File: src/rtl/alu_mux_pkg.sv
// Shared types and constants for the ALU operand/result select path.
// Select encoding names the four buses in input order.
package alu_mux_pkg;

    localparam int MUX_WIDTH = 4;

    typedef enum logic [1:0] {
        SEL_A = 2'b00,
        SEL_B = 2'b01,
        SEL_C = 2'b10,
        SEL_D = 2'b11
    } sel_e;

endpackage

File: src/rtl/mux4_comb.sv
// Combinational WIDTH-bit 4:1 select, no state.
// D doubles as the default arm so an unknown select cannot infer a latch.
module mux4_comb
    import alu_mux_pkg::*;
#(
    parameter int WIDTH = MUX_WIDTH
) (
    input  logic [WIDTH-1:0] a_i,
    input  logic [WIDTH-1:0] b_i,
    input  logic [WIDTH-1:0] c_i,
    input  logic [WIDTH-1:0] d_i,
    input  sel_e             sel_i,
    output logic [WIDTH-1:0] y_o
);

    always_comb begin
        y_o = d_i;
        case (sel_i)
            SEL_A:   y_o = a_i;
            SEL_B:   y_o = b_i;
            SEL_C:   y_o = c_i;
            default: y_o = d_i;
        endcase
    end

endmodule

File: src/rtl/four_bit_4_to_1_mux.sv
// Registered 4:1 bus select with a valid flag riding alongside Y.
// Y holds on idle cycles; out_valid tracks in_valid with one cycle of latency.
module four_bit_4_to_1_mux
    import alu_mux_pkg::*;
#(
    parameter int WIDTH = MUX_WIDTH,
    parameter int SEL_W = 2
) (
    input  logic             clk,
    input  logic             rst,
    input  logic [WIDTH-1:0] A,
    input  logic [WIDTH-1:0] B,
    input  logic [WIDTH-1:0] C,
    input  logic [WIDTH-1:0] D,
    input  logic [SEL_W-1:0] S,
    input  logic             in_valid,
    output logic [WIDTH-1:0] Y,
    output logic             out_valid
);

    logic [WIDTH-1:0] sel_y;
    logic [WIDTH-1:0] y_d;
    logic [WIDTH-1:0] y_q;
    logic             vld_d;
    logic             vld_q;

    mux4_comb #(
        .WIDTH(WIDTH)
    ) u_mux (
        .a_i  (A),
        .b_i  (B),
        .c_i  (C),
        .d_i  (D),
        .sel_i(sel_e'(S)),
        .y_o  (sel_y)
    );

    always_comb begin
        y_d   = y_q;
        vld_d = 1'b0;
        if (in_valid) begin
            y_d   = sel_y;
            vld_d = 1'b1;
        end
    end

    always_ff @(posedge clk) begin
        if (rst) begin
            y_q   <= '0;
            vld_q <= 1'b0;
        end else begin
            y_q   <= y_d;
            vld_q <= vld_d;
        end
    end

    assign Y         = y_q;
    assign out_valid = vld_q;

endmodule

File: config.mk
export PLATFORM = sky130hd
export DESIGN_NAME = four_bit_4_to_1_mux
export DESIGN_NICKNAME = d
export VERILOG_FILES = /design/src/rtl/alu_mux_pkg.sv /design/src/rtl/mux4_comb.sv /design/src/rtl/four_bit_4_to_1_mux.sv
export SDC_FILE = /design/constraint.sdc
export NUM_CORES = 1
export LEC_CHECK = 0
export ABC_CLOCK_PERIOD_IN_PS = 1280
export BUFFER_PORTS_ARGS = -buffer_cell sky130_fd_sc_hd__buf_2
export CAP_MARGIN = 20
export CELL_PAD_IN_SITES_DETAIL_PLACEMENT = 1
export CELL_PAD_IN_SITES_GLOBAL_PLACEMENT = 2
export CORE_MARGIN = 5
export CORE_UTILIZATION = 19
export DETAILED_ROUTE_END_ITERATION = 6
export GPL_ROUTABILITY_DRIVEN = 0
export PLACE_DENSITY = 0.76
export SLEW_MARGIN = 40
export SYNTH_ARGS = -nofsm -noshare
export SYNTH_HDL_FRONTEND = slang
export SYNTH_SLANG_ARGS = --single-unit
export TNS_END_PERCENT = 10
File: constraint.sdc
create_clock -name clk -period 1.28 [get_ports clk]
set_input_delay 0.064 -clock clk [delete_from_list [all_inputs] [get_ports clk]]
set_output_delay 0.064 -clock clk [all_outputs]
set_load 0.01 [all_outputs]
---- After elaboration in Yosys (flattened, before gate mapping) ----
Index checks and enable logic that the tools add are counted.
operators by class
  $lt $le $gt $ge ......................... 0
  shift-type cells ........................ 0
  add/sub/neg operators ................... 0
  divide/modulo/power cells ............... 0
  multipliers ............................. 0
  bitwise operators ....................... 0
  reduce and logical (&&, ||, !) cells .... 1
  equal/unequal tests ..................... 2
  multiplexer cells ....................... 2
operator list
  kind                count
  $pmux 4 s3          1
  $eq 2x1->1 const B  1
  $eq 2x2->1 const B  1
  $logic_not 2->1     1
  $mux 1              1
storage, ports and cells
  word-level logic and storage cells ...... 7
  RAM bits ................................ 0
  output and inout port bits .............. 5
  input bits .............................. 21
  memories kept ........................... 0
  memory bits (read-only) ................. 0
  register bits ........................... 5
  latch bits .............................. 0

---- Depth between registers and ports, before layout ----
Gate-level depths: netlist of run 1.
  depth in word-level cells ............... 2
  depth in mapped cells ................... 3
  depth with buffers taken out ............ 2

---- Modules after synthesis ----
From an unflattened synthesis of run 1, not the netlist that was laid out.
unflattened totals
  cells, all modules ...................... 19
  area, all modules ....................... 277.8 sq um
by module, submodules not included
  module               seq. area each (sq um)  times used  area an instance (sq um)  cells each
  four_bit_4_to_1_mux  100.1                   1           172.7                     15
  mux4_comb            0.0                     1           105.1                     4

---- Worst setup path after synthesis of run 1 ----
Ideal clock, no wire load.
  kind .................................... register to register
  from .................................... register, netlist name Y[2]
  to ...................................... register y_q[2] (netlist: Y[2])
  slack ................................... 0.339 ns
  library setup time ...................... 0.079 ns
  cell stages (with the launch flop) ...... 3
  required time ........................... 1.201 ns
  buffers on the path ..................... 0
  data arrival time ....................... 0.862 ns
  clock period less this slack ............ 0.941 ns
  path through ............................ dfxtp_1 or3b_2 o221ai_2
RTL lines
  item                  line                       RTL
  end signal, assigned  four_bit_4_to_1_mux.sv:52  y_q <= y_d;
  end, declared         four_bit_4_to_1_mux.sv:23  logic [WIDTH-1:0] y_q;

==> metrics list, run 1 <==
- Nature of the critical path endpoint: register
- Once detail routing completed, the nets flagged for antenna violations numbered 0.
- For this run, the detailed router's first-pass iteration total came to 1.
- In this run the core area contains 14 standard-cell rows.
- Portion of the post-synthesis area used by sequential elements: 0.349
- For this design the total switching power over the nets is 108 uW.
* Post-synth EDFFs: 0
* Net count reported at finish: 75
* Syn_nets: 46
- Relative to the synthesized area, the layout overhead comes to 58.1%.
- Final worst path period share: 0.709
- TritonCTS clock tree: built
- Share of Yosys cell area claimed by the top area cell type: 0.349
- In the synthesized netlist, the number of instances is 25.
- Gates resized during post-CTS repair numbered 0.
* Crit Path Max Fanout: 2
* Part of the power in combinational logic: 0.212
- The critical path is of the reg -> reg type.
- Worst-margin pin slew: 0.224 ns
- At the worst endpoint, the arrival time is approximately 1.1 ns.
- The commonest cells after synthesis are sky130_fd_sc_hd__mux2i_1 (8), sky130_fd_sc_hd__dfxtp_1 (5), sky130_fd_sc_hd__or3b_2 (4), sky130_fd_sc_hd__o221ai_1 (3).
- After synthesis, the cell types taking the most area are sky130_fd_sc_hd__dfxtp_1 (35%), sky130_fd_sc_hd__mux2i_1 (28%), sky130_fd_sc_hd__or3b_2 (12%), sky130_fd_sc_hd__o221ai_1 (9.2%), sky130_fd_sc_hd__o221ai_2 (5.2%).
* Routed wire length per instance: between 10 and 15 um
- A synthesized cell averages 11.5 sq um.
* Total standard cell area after synthesis: roughly 290 sq um
- Power density over the cells: just under 1000 nW/um^2
- Achievable Freq: approximately 1.1 GHz
- Clock power share: 0.404
- Number of library cell types mapped by synthesis: 9
- Seq pwr share: 0.384
- Yosys printed 0 warnings.
* Via count of the first global-routing pass: 349
- Floorplan Core Area: 1470 sq um
- The count of buffers added on input and output ports is 25.
* Fin. max-slew vios: 0
* Overall power of the completed layout: 447 uW
* Final routed wirelength across all metal layers: 857 um
- The routed layout has roughly 310 vias.
- Of the total power, the share spent switching nets is 0.241.
* Number of setup violations in the final report: 0
- Pint: around 340 uW
- For this run, the number of standard cells in the final layout without fillers is 69.
- The min-delay analysis places its worst path in the category in -> reg.
- Number of H-tree levels: 1
- Flip-flop and latch count after synthesis: 5
- In the routed layout, each cell is associated on average with a via count of 4.54.
- The worst path in the final design needs a cycle of around 0.91 ns, including I/O delays and setup.
* Maximum Capacitance Violations: 0
- Leading area contributor after synthesis: sky130_fd_sc_hd__dfxtp_1
* Clock skew: 0 ns
- Register-to-register setup slack: between 0.3 and 0.4 ns
- Outcome: completed
- Post-CTS setup repair buffer count: 0
* Number of placed instances, taps included: 65
* First-pass GRT wire length: around 1600 um
* Number of DRC markers in iteration 0: 0
- Final sum of negative setup slack: 0 ns
- Floorplan die height: around 49 um
- Async set-reset flop share out of synthesis: 0
* IO Pins: 26
- Count of antenna diodes in the layout: 0
- Longest Clk Path Bufs: 2
- DRC viols: 0
- Initial core utilization: 0.195
- Clock tree synthesis inserted a total of 3 buffers.
- Across the VDD grid, the largest voltage drop is between 0.5 and 0.6 mV.
- STA classifies the critical path startpoint as a register.
* Initial antenna violation count: 0
- The floorplan step set the die width to roughly 50 um.
- Entering global routing, the biggest net connects 9 pins.
- Hold violation total from the final report: 0
- The analysis attributes to cell leakage a power of 0.000233 uW.
- Clock transition time at the flip-flop clock pins of the worst setup and hold paths: around 0.040 ns
- Tot GR Track Use: 0.0817
- Worst skew pair latency: 0.23 ns
- In the synthesized netlist the dominant register cell turns out to be sky130_fd_sc_hd__dfxtp_1.
- Hold repair after CTS inserted 0 buffers.
* Root Driver: sky130_fd_sc_hd__clkbuf_4
- sky130_fd_sc_hd__mux2i_1 is the most common cell in the netlist.
- The worst pin sits at a relative slew slack of 0.851.
- The clock net in this run drives a total of 5 sinks.
- The floorplan step defined a die boundary enclosing 2380 sq um.
- RSZ-0062 raised after global routing: no
- CP Data Required Time: roughly 1.4 ns
- Share of layout cells above drive strength 1: 0.642
- Final global-route overflow total: 0
[area by class of cell]
| cell class | instances | area, sq um |
|---|---|---|
| Fill cell | 194 | 1020 |
| Multi-Input combinational cell | 19 | 181 |
| Timing Repair Buffer | 25 | 125 |
| Sequential cell | 5 | 100 |
| Clock buffer | 4 | 26.3 |
| Tap cell | 16 | 20.0 |
[power by group through the flow]
stage          clock network, uW  registers (uW)  logic (uW)
4_1_cts                      188             172        97.5
6_report                     180             172        94.8
5_1_grt                      199             174         106
3_3_place_gp                   0             174        97.2
3_5_place_dp                   0             175        97.3
2_1_floorplan                  0             181        40.4
[sequential cells by signal, indices dropped and copies added, names as in the netlist]
| register | cells |
|---|---|
| out_valid | 1 |
| Y | 4 |
[critical path: stages (launching register included)]
cell and delay (ns):
sky130_fd_sc_hd__dfxtp_1 0.32, sky130_fd_sc_hd__or3b_2 0.43, sky130_fd_sc_hd__o221ai_1 0.08
[metrics by stage]
step | worst slack (ns) | hold slack (ns) | area [sq um] | utilization
floorplan | 0.339 | 0.136 | 287 | -
global placement | 0.371 | 0.314 | 427 | 0.290
detailed placement | 0.373 | 0.316 | 427 | 0.290
CTS | 0.359 | 0.0616 | 453 | 0.308
global route | 0.303 | 0.0861 | 453 | 0.308
finish | 0.372 | 0.0650 | 453 | 0.308
[cell usage in the layout, fill, tap and decap left out]
cell / count
sky130_fd_sc_hd__buf_2: 25
sky130_fd_sc_hd__mux2i_1: 8
sky130_fd_sc_hd__dfxtp_1: 5
sky130_fd_sc_hd__or3b_2: 4
sky130_fd_sc_hd__o221ai_1: 3
sky130_fd_sc_hd__clkbuf_4: 3
sky130_fd_sc_hd__or3b_4: 1
sky130_fd_sc_hd__nand3b_1: 1
sky130_fd_sc_hd__o221ai_2: 1
sky130_fd_sc_hd__nor2b_1: 1
sky130_fd_sc_hd__clkbuf_1: 1
[path summary, 6_finish.rpt]
path	to	depth (start not counted)	start
setup / recovery	Y[3]	2	Y[3]
hold / removal	out_valid	2	rst
setup reg to reg	Y[3]	2	Y[3]
hold reg to reg	Y[2]	2	Y[2]
[logic make-up (layout without fill, tap and decap cells)]
| group | Yosys count | in the layout | synth area share |
|---|---|---|---|
| flip-flops | 5 | 5 | 0.349 |
| AO/OA/AOI/OAI | 4 | 4 | 0.144 |
| multiplexers | 8 | 8 | 0.279 |
| buffers and inverters | 1 | 29 | 0.0175 |
| AND/OR/NAND/NOR | 7 | 7 | 0.210 |
[per-layer routing]
metal,up-vias,global-route usage,routed length (um)
met5,-,0,0
met4,0,0.0135,0
met3,0,0.0520,70
met2,10,0.130,439
met1,148,0.0928,346
li1,155,-,-
Note: power is estimated with default switching activity, not from simulation.
==> run 2: changes to the inputs <==
ABC_CLOCK_PERIOD_IN_PS = 900   (was 1280)
CORE_UTILIZATION = 17   (was 19)
PLACE_DENSITY = 0.69   (was 0.76)
clock period = 0.9 ns   (was 1.28 ns; I/O delays follow)
==> metrics list, run 2 (synthesized netlist as in run 1, its figures left out) <==
* Tot GR Track Use: 0.0788 (-0.00292)
- Power spent charging and discharging nets: 161 uW (+50%)
* Largest net degree at the start of global routing: 9 (unchanged)
* Count of standard-cell rows: 14 (unchanged)
* Number of H-tree levels: 1 (unchanged)
- The portion of total power attributed to the clock network is 0.391 (-0.013).
* Die outline width: 51.1 um (+4.5%)
* Max FFs per register: 4 (unchanged)
* IR Drop Worst-Case VDD: 0.701 mV (+28%)
* Maximum Capacitance Violations: 0 (unchanged)
- The layout filler cell count came to 187 (-3.6%).
- The share of the core filled with cells came to 0.312 (+0.00438).
- Type of the most critical hold path: in -> reg
- The average wire length per cell after detail routing came to 13.4 um (+8.1%).
- Clock skew: 0 ns (unchanged)
- Crit Path Max Fanout: 2 (unchanged)
* Post-CTS setup repair buffer count: 0 (unchanged)
* Initial core utilization: 0.184 (-0.0109)
* Top library cells by usage in the layout, fill and taps aside: sky130_fd_sc_hd__buf_2 (25), sky130_fd_sc_hd__mux2i_1 (8), sky130_fd_sc_hd__or3b_4 (5), sky130_fd_sc_hd__dfxtp_2 (4), sky130_fd_sc_hd__o221ai_2 (4)
- The number of hold violations in the final report came to 0 (unchanged).
* Crit path DAT: 0.98 ns (-0.09 ns)
* TritonCTS clock tree: built
- Final Critical Period: 0.826 ns (-0.0817 ns)
- Total CTS buffers: 3 (unchanged)
- Vias per cell: 4.70 (+3.5%)
* Static leakage: 0.000242 uW (+4.3%)
* Count of antenna diodes in the layout: 0 (unchanged)
- Worst skew pair latency: 0.24 ns (about the same)
* DIE AREA: 2610 sq um (+9.3%)
* Hold WS: 0.0712 ns (+0.00618 ns)
- Total half-perimeter wirelength after legalization and detailed placement: 791 um
- Number of placed instances, taps included: 65 (unchanged)
* Floorplan Core Area: 1560 sq um (+6.0%)
- The post-CTS resize count came to 6 (+6).
- Hold Buf Count CTS: 0 (unchanged)
- Worst-margin pin slew: 0.266 ns (+0.0424 ns)
- The number of top-level pins came to 26 (unchanged).
- Max-Slew Margin vs Limit: 0.822 (-0.0288)
* Most common cell after layout, fill and taps aside: sky130_fd_sc_hd__buf_2
- The worst-case clock buffer depth is 2 (unchanged).
* Root Driver: sky130_fd_sc_hd__clkbuf_4
- The count of pins over their slew limit came to 0 (unchanged).
- Seq pwr share: 0.378 (-0.006)
- Count of input and output buffers: 25 (unchanged)
* Clock transition time at the flip-flop clock pins of the worst setup and hold paths: 0.04 ns (about the same)
- The number of DRC violations after detailed routing was 0 (unchanged).
* Share of layout cells above drive strength 1: 0.774 (+0.132)
- The net count reported at finish came to 75 (unchanged).
- The final wirelength came to 926 um (+8.1%).
* Power density over the cells: 1340 nW/um^2 (+36%)
- Final sum of negative setup slack: 0 ns (unchanged)
- Final global-route overflow total: 0 (unchanged)
- Setup repair after global routing left no endpoint under its margin.
* Number of DRC markers in iteration 0: 1 (+1)
- The area growth from synthesis to layout is 69.9%.
- Achievable Freq: 1.21 GHz (+9.9%)
* Outcome: completed
* First-pass GRT wire length: 1490 um (-4.9%)
- Floorplan die height: 51.1 um (+4.5%)
- Remaining antenna violation count after routing: 0 (unchanged)
* Number of setup violations in the final report: 0 (unchanged)
- The worst setup path is captured at a register.
- Non-filler instance count after layout: 69 (unchanged)
- Vias: 324 (+3.5%)
* Switching power as a share of total power: 0.246 (+0.00570)
- Critical setup path kind: reg -> reg
* Pint: 493 uW (+45%)
- CP Data Required Time: 1.06 ns (-0.38 ns)
* Total number of clock tree sinks: 5 (unchanged)
* Startpoint Class: register
* Part of the power in combinational logic: 0.232 (+0.020)
- Final worst path period share: 0.918 (+0.209)
* DR pass1 iterations: 4 (+3)
* Via count of the first global-routing pass: 363 (+4.0%)
* Initial antenna violation count: 0 (unchanged)
==> run 2: changes by cell type in the layout (fill, tap and decap cells not counted) <==
cell / before / now
sky130_fd_sc_hd__o221ai_1: 3 / 0
sky130_fd_sc_hd__or3b_4: 1 / 5
sky130_fd_sc_hd__dfxtp_1: 5 / 1
sky130_fd_sc_hd__or3b_2: 4 / 0
sky130_fd_sc_hd__dfxtp_2: 0 / 4
sky130_fd_sc_hd__o221ai_2: 1 / 4
==> run 2: critical path: stages, from the launching register on <==
cell and delay (ns):
sky130_fd_sc_hd__dfxtp_2 0.31, sky130_fd_sc_hd__or3b_4 0.37, sky130_fd_sc_hd__o221ai_2 0.06
==> run 2: power by group through the flow <==
stage / clock network (uW) / logic (uW) / registers [uW]
floorplan: 0 / 58.5 / 260
global placement: 0 / 140 / 251
detailed placement: 0 / 141 / 251
CTS: 274 / 156 / 247
global route: 297 / 168 / 248
finish: 256 / 152 / 247
==> run 2: worst paths after layout <==
check / from / to / slack (ns) / cells past startpoint
setup reg to reg: Y[0] / Y[0] / 0.07 / 2
setup / recovery: Y[0] / Y[0] / 0.07 / 2
hold / removal: rst / out_valid / 0.07 / 2
hold reg to reg: Y[1] / Y[1] / 0.64 / 2
==> run 2: layout make-up <==
cell class | instances | area (sq um) | area share
flip-flops and latches | 5 | 105 | 0.216
repair buffers | 25 | 125 | 0.257
multi-input cells | 19 | 210 | 0.432
well taps | 16 | 20.0 | 0.0411
clock buffers | 4 | 26.3 | 0.0540
==> run 2: routing by layer <==
metal,share of wire,GRT usage
met2,0.49,0.137
met1,0.37,0.0808
met4,0.016,0.0404
met5,0,0
met3,0.12,0.0320
==> run 2: stage by stage <==
step / total power (uW) / worst slack, ns / instance area [sq um]
finish: 654 / 0.0737 / 487
global route: 712 / 0.0515 / 487
CTS: 678 / 0.0679 / 487
detailed placement: 393 / -0.00364 / 434
global placement: 391 / 0.0000986 / 434
floorplan: 319 / -0.0103 / 294
==> run 3: changes to the inputs <==
ABC_CLOCK_PERIOD_IN_PS = 1000   (was 900)
CORE_UTILIZATION = 20   (was 17)
CTS_BUF_LIST = sky130_fd_sc_hd__clkbuf_8   (was not set)
PLACE_DENSITY = 0.78   (was 0.69)
clock period = 1 ns   (was 0.9 ns; I/O delays follow)
==> metrics list, run 3 (synthesized netlist as in run 1, its figures left out) <==
- Worst R2R Path Depth: 2 (unchanged)
* Startpoint Class: register
- Setup repair after global routing left no endpoint under its margin.
- Post-place instance area: 425 sq um (-2.0%)
- The final total power was 704 uW (+7.6%).
* Post-CTS setup repair buffer count: 0 (unchanged)
- IR Drop Worst-Case VDD: 0.740 mV (+5.5%)
* Via count of the first global-routing pass: 333 (-8.3%)
- The number of design-rule violations left by the first detailed-router iteration was 2 (+1).
- Crit path DAT: 1.06 ns (+0.08 ns)
- Root Driver: sky130_fd_sc_hd__clkbuf_8
- The number of buffer cells added on primary ports was 25 (unchanged).
- Hold Buf Count CTS: 0 (unchanged)
- The post-CTS resize count is 0 (-6).
* Final global-route overflow total: 0 (unchanged)
* Routed wire length per instance: 13.3 um (-0.94%)
- The period utilization came to 0.933 (+0.0145).
- Register-to-register setup slack: 0.07 ns (about the same)
- Remaining antenna violation count after routing: 0 (unchanged)
* Total CTS buffers: 3 (unchanged)
* Critical setup path kind: reg -> reg
- The stage delay of the slowest cell on the critical path came to 0.44 ns (+0.07 ns).
* Final sum of negative setup slack: 0 ns (unchanged)
- Net count reported at finish: 75 (unchanged)
- The final critical path time including I/O delays and setup is 0.933 ns (+0.106 ns).
- The final setup skew was 0 ns (unchanged).
* First-pass GRT wire length: 1320 um (-11%)
- Worst-margin pin slew: 0.222 ns (-0.0436 ns)
- Die outline width: 47.9 um (-6.3%)
- STA classifies the critical path endpoint as a register.
- The count of antenna diodes in the layout came to 0 (unchanged).
- Compared with the post-synthesis result, the final layout area differs by 64.2%.
- Startpoint of the tightest hold check path: rst
- CP Data Required Time: 1.13 ns (+0.07 ns)
- DR pass1 iterations: 4 (unchanged)
* Top library cells by usage in the layout, fill and taps aside: sky130_fd_sc_hd__buf_2 (25), sky130_fd_sc_hd__mux2i_1 (8), sky130_fd_sc_hd__dfxtp_1 (5), sky130_fd_sc_hd__or3b_2 (4)
- Static leakage: 0.000244 uW (+0.82%)
- TritonCTS clock tree: built
- Vias per cell: 4.47 (-4.8%)
- Max FFs per register: 4 (unchanged)
- The floorplan die area is 2290 sq um (-12%).
- Vias: 304 (-6.2%)
- The max capacitance violation total came to 0 (unchanged).
- Outcome: completed
- Type of the most critical hold path: in -> reg
- The tightest slew margin relative to the limit came to 0.852 (+0.0296).
* Tot GR Track Use: 0.0829 (+0.00411)
- The power per cell area was 1500 nW/um^2 (+11%).
- In this run the critical register-to-register path is captured at Y[0].
- The number of sinks handled by clock tree synthesis came to 5 (unchanged).
- Total half-perimeter wirelength after legalization and detailed placement: 762 um (-3.6%)
- Achievable Freq: 1.07 GHz (-11%)
* Final cell utilization of the core: 0.353 (+0.0405)
- The count of pins over their slew limit is 0 (unchanged).
- Initial core utilization: 0.215 (+0.0310)
- Floorplan Core Area: 1330 sq um (-14%)
* Number of cells traversed by the worst hold path: 2 (unchanged)
* Slowest library cell on the worst path: sky130_fd_sc_hd__or3b_2
- Initial antenna violation count: 0 (unchanged)
- The clock latency on the worst-skew pair was 0.22 ns (-0.02 ns).
* Longest Clk Path Bufs: 2 (unchanged)
- The worst register-to-register path begins at Y[0].
- Largest net degree at the start of global routing: 9 (unchanged)
* Count of standard-cell rows: 13 (-1)
- The maximum fanout along the worst path is 2 (unchanged).
* Most common cell after layout, fill and taps aside: sky130_fd_sc_hd__buf_2
- The clock transition at the register clock pins on the worst setup and hold paths after CTS was 0.04 ns (about the same).
* Hold violation total from the final report: 0 (unchanged)
* Worst path cell trace: or3b_2, o221ai_1
- Number of H-tree levels: 1 (unchanged)
* Fill cell total of the finished layout: 181 (-3.2%)
- The number of top-level pins came to 26 (unchanged).
- Share of layout cells above drive strength 1: 0.642 (-0.132)
- The number of setup violations in the final report came to 0 (unchanged).
* Worst min-delay path endpoint: out_valid
- The number of DRC violations after detailed routing came to 0 (unchanged).
- Floorplan die height: 47.9 um (-6.3%)
- Final non-filler cell area: 470 sq um (-3.3%)
* Final routed wirelength across all metal layers: 904 um (-2.4%)
run 3: changes by cell type in the layout (fill, tap and decap cells not counted), moves of 4 or more:
cell / previous run / this run
sky130_fd_sc_hd__dfxtp_2: 4 / 0
sky130_fd_sc_hd__or3b_4: 5 / 1
sky130_fd_sc_hd__dfxtp_1: 1 / 5
sky130_fd_sc_hd__or3b_2: 0 / 4
run 3: metrics by stage:
stage / hold WS [ns] / setup WS, ns / cells
global route: 0.0978 / 0.00471 / 68
floorplan: 0.122 / 0.0592 / 25
detailed placement: 0.300 / 0.0893 / 64
global placement: 0.301 / 0.0766 / 64
finish: 0.0778 / 0.0675 / 68
CTS: 0.0815 / 0.0713 / 68
run 3: how the worst max path moves through the flow:
stage	from	to	slack [ns]	cells after the start
after detailed placement	Y[0]	Y[0]	0.09	2
final	Y[0]	Y[0]	0.07	2
after floorplan	Y[2]	Y[2]	0.06	2
after CTS	Y[0]	Y[0]	0.07	2
after global routing	Y[0]	Y[0]	0.005	2
after global placement	Y[0]	Y[0]	0.08	2
run 3: metal layers:
metal | vias to the layer above | global-route usage | part of all wire
met5 | - | 0 | 0
met1 | 138 | 0.0877 | 0.39
met3 | 0 | 0.0376 | 0.087
li1 | 156 | - | -
met4 | 0 | 0.0323 | 0
met2 | 10 | 0.142 | 0.52
run 3: critical path, delay by kind of cell, from the launching register on:
kind               cells  cell delay (ns)
and+or+nand+nor        1             0.44
DFF                    1             0.32
AOI/OAI and AO/OA      1             0.09
run 3: cell type report:
cell class                 instances  area, sq um  area share
clock buffer                       3         41.3      0.0878
clock inverter                     1         3.75     0.00798
multi-input combinational         19          181       0.386
sequential                         5          100       0.213
tap                               15         18.8      0.0399
timing repair buffer              25          125       0.266
run 3: report_power, final:
part / total (uW) / internal [uW] / switching, uW
Combinational: 121 / 68.7 / 52.7
Sequential: 221 / 216 / 5.90
Clock: 361 / 263 / 98.1
Total: 704 / 547 / 157
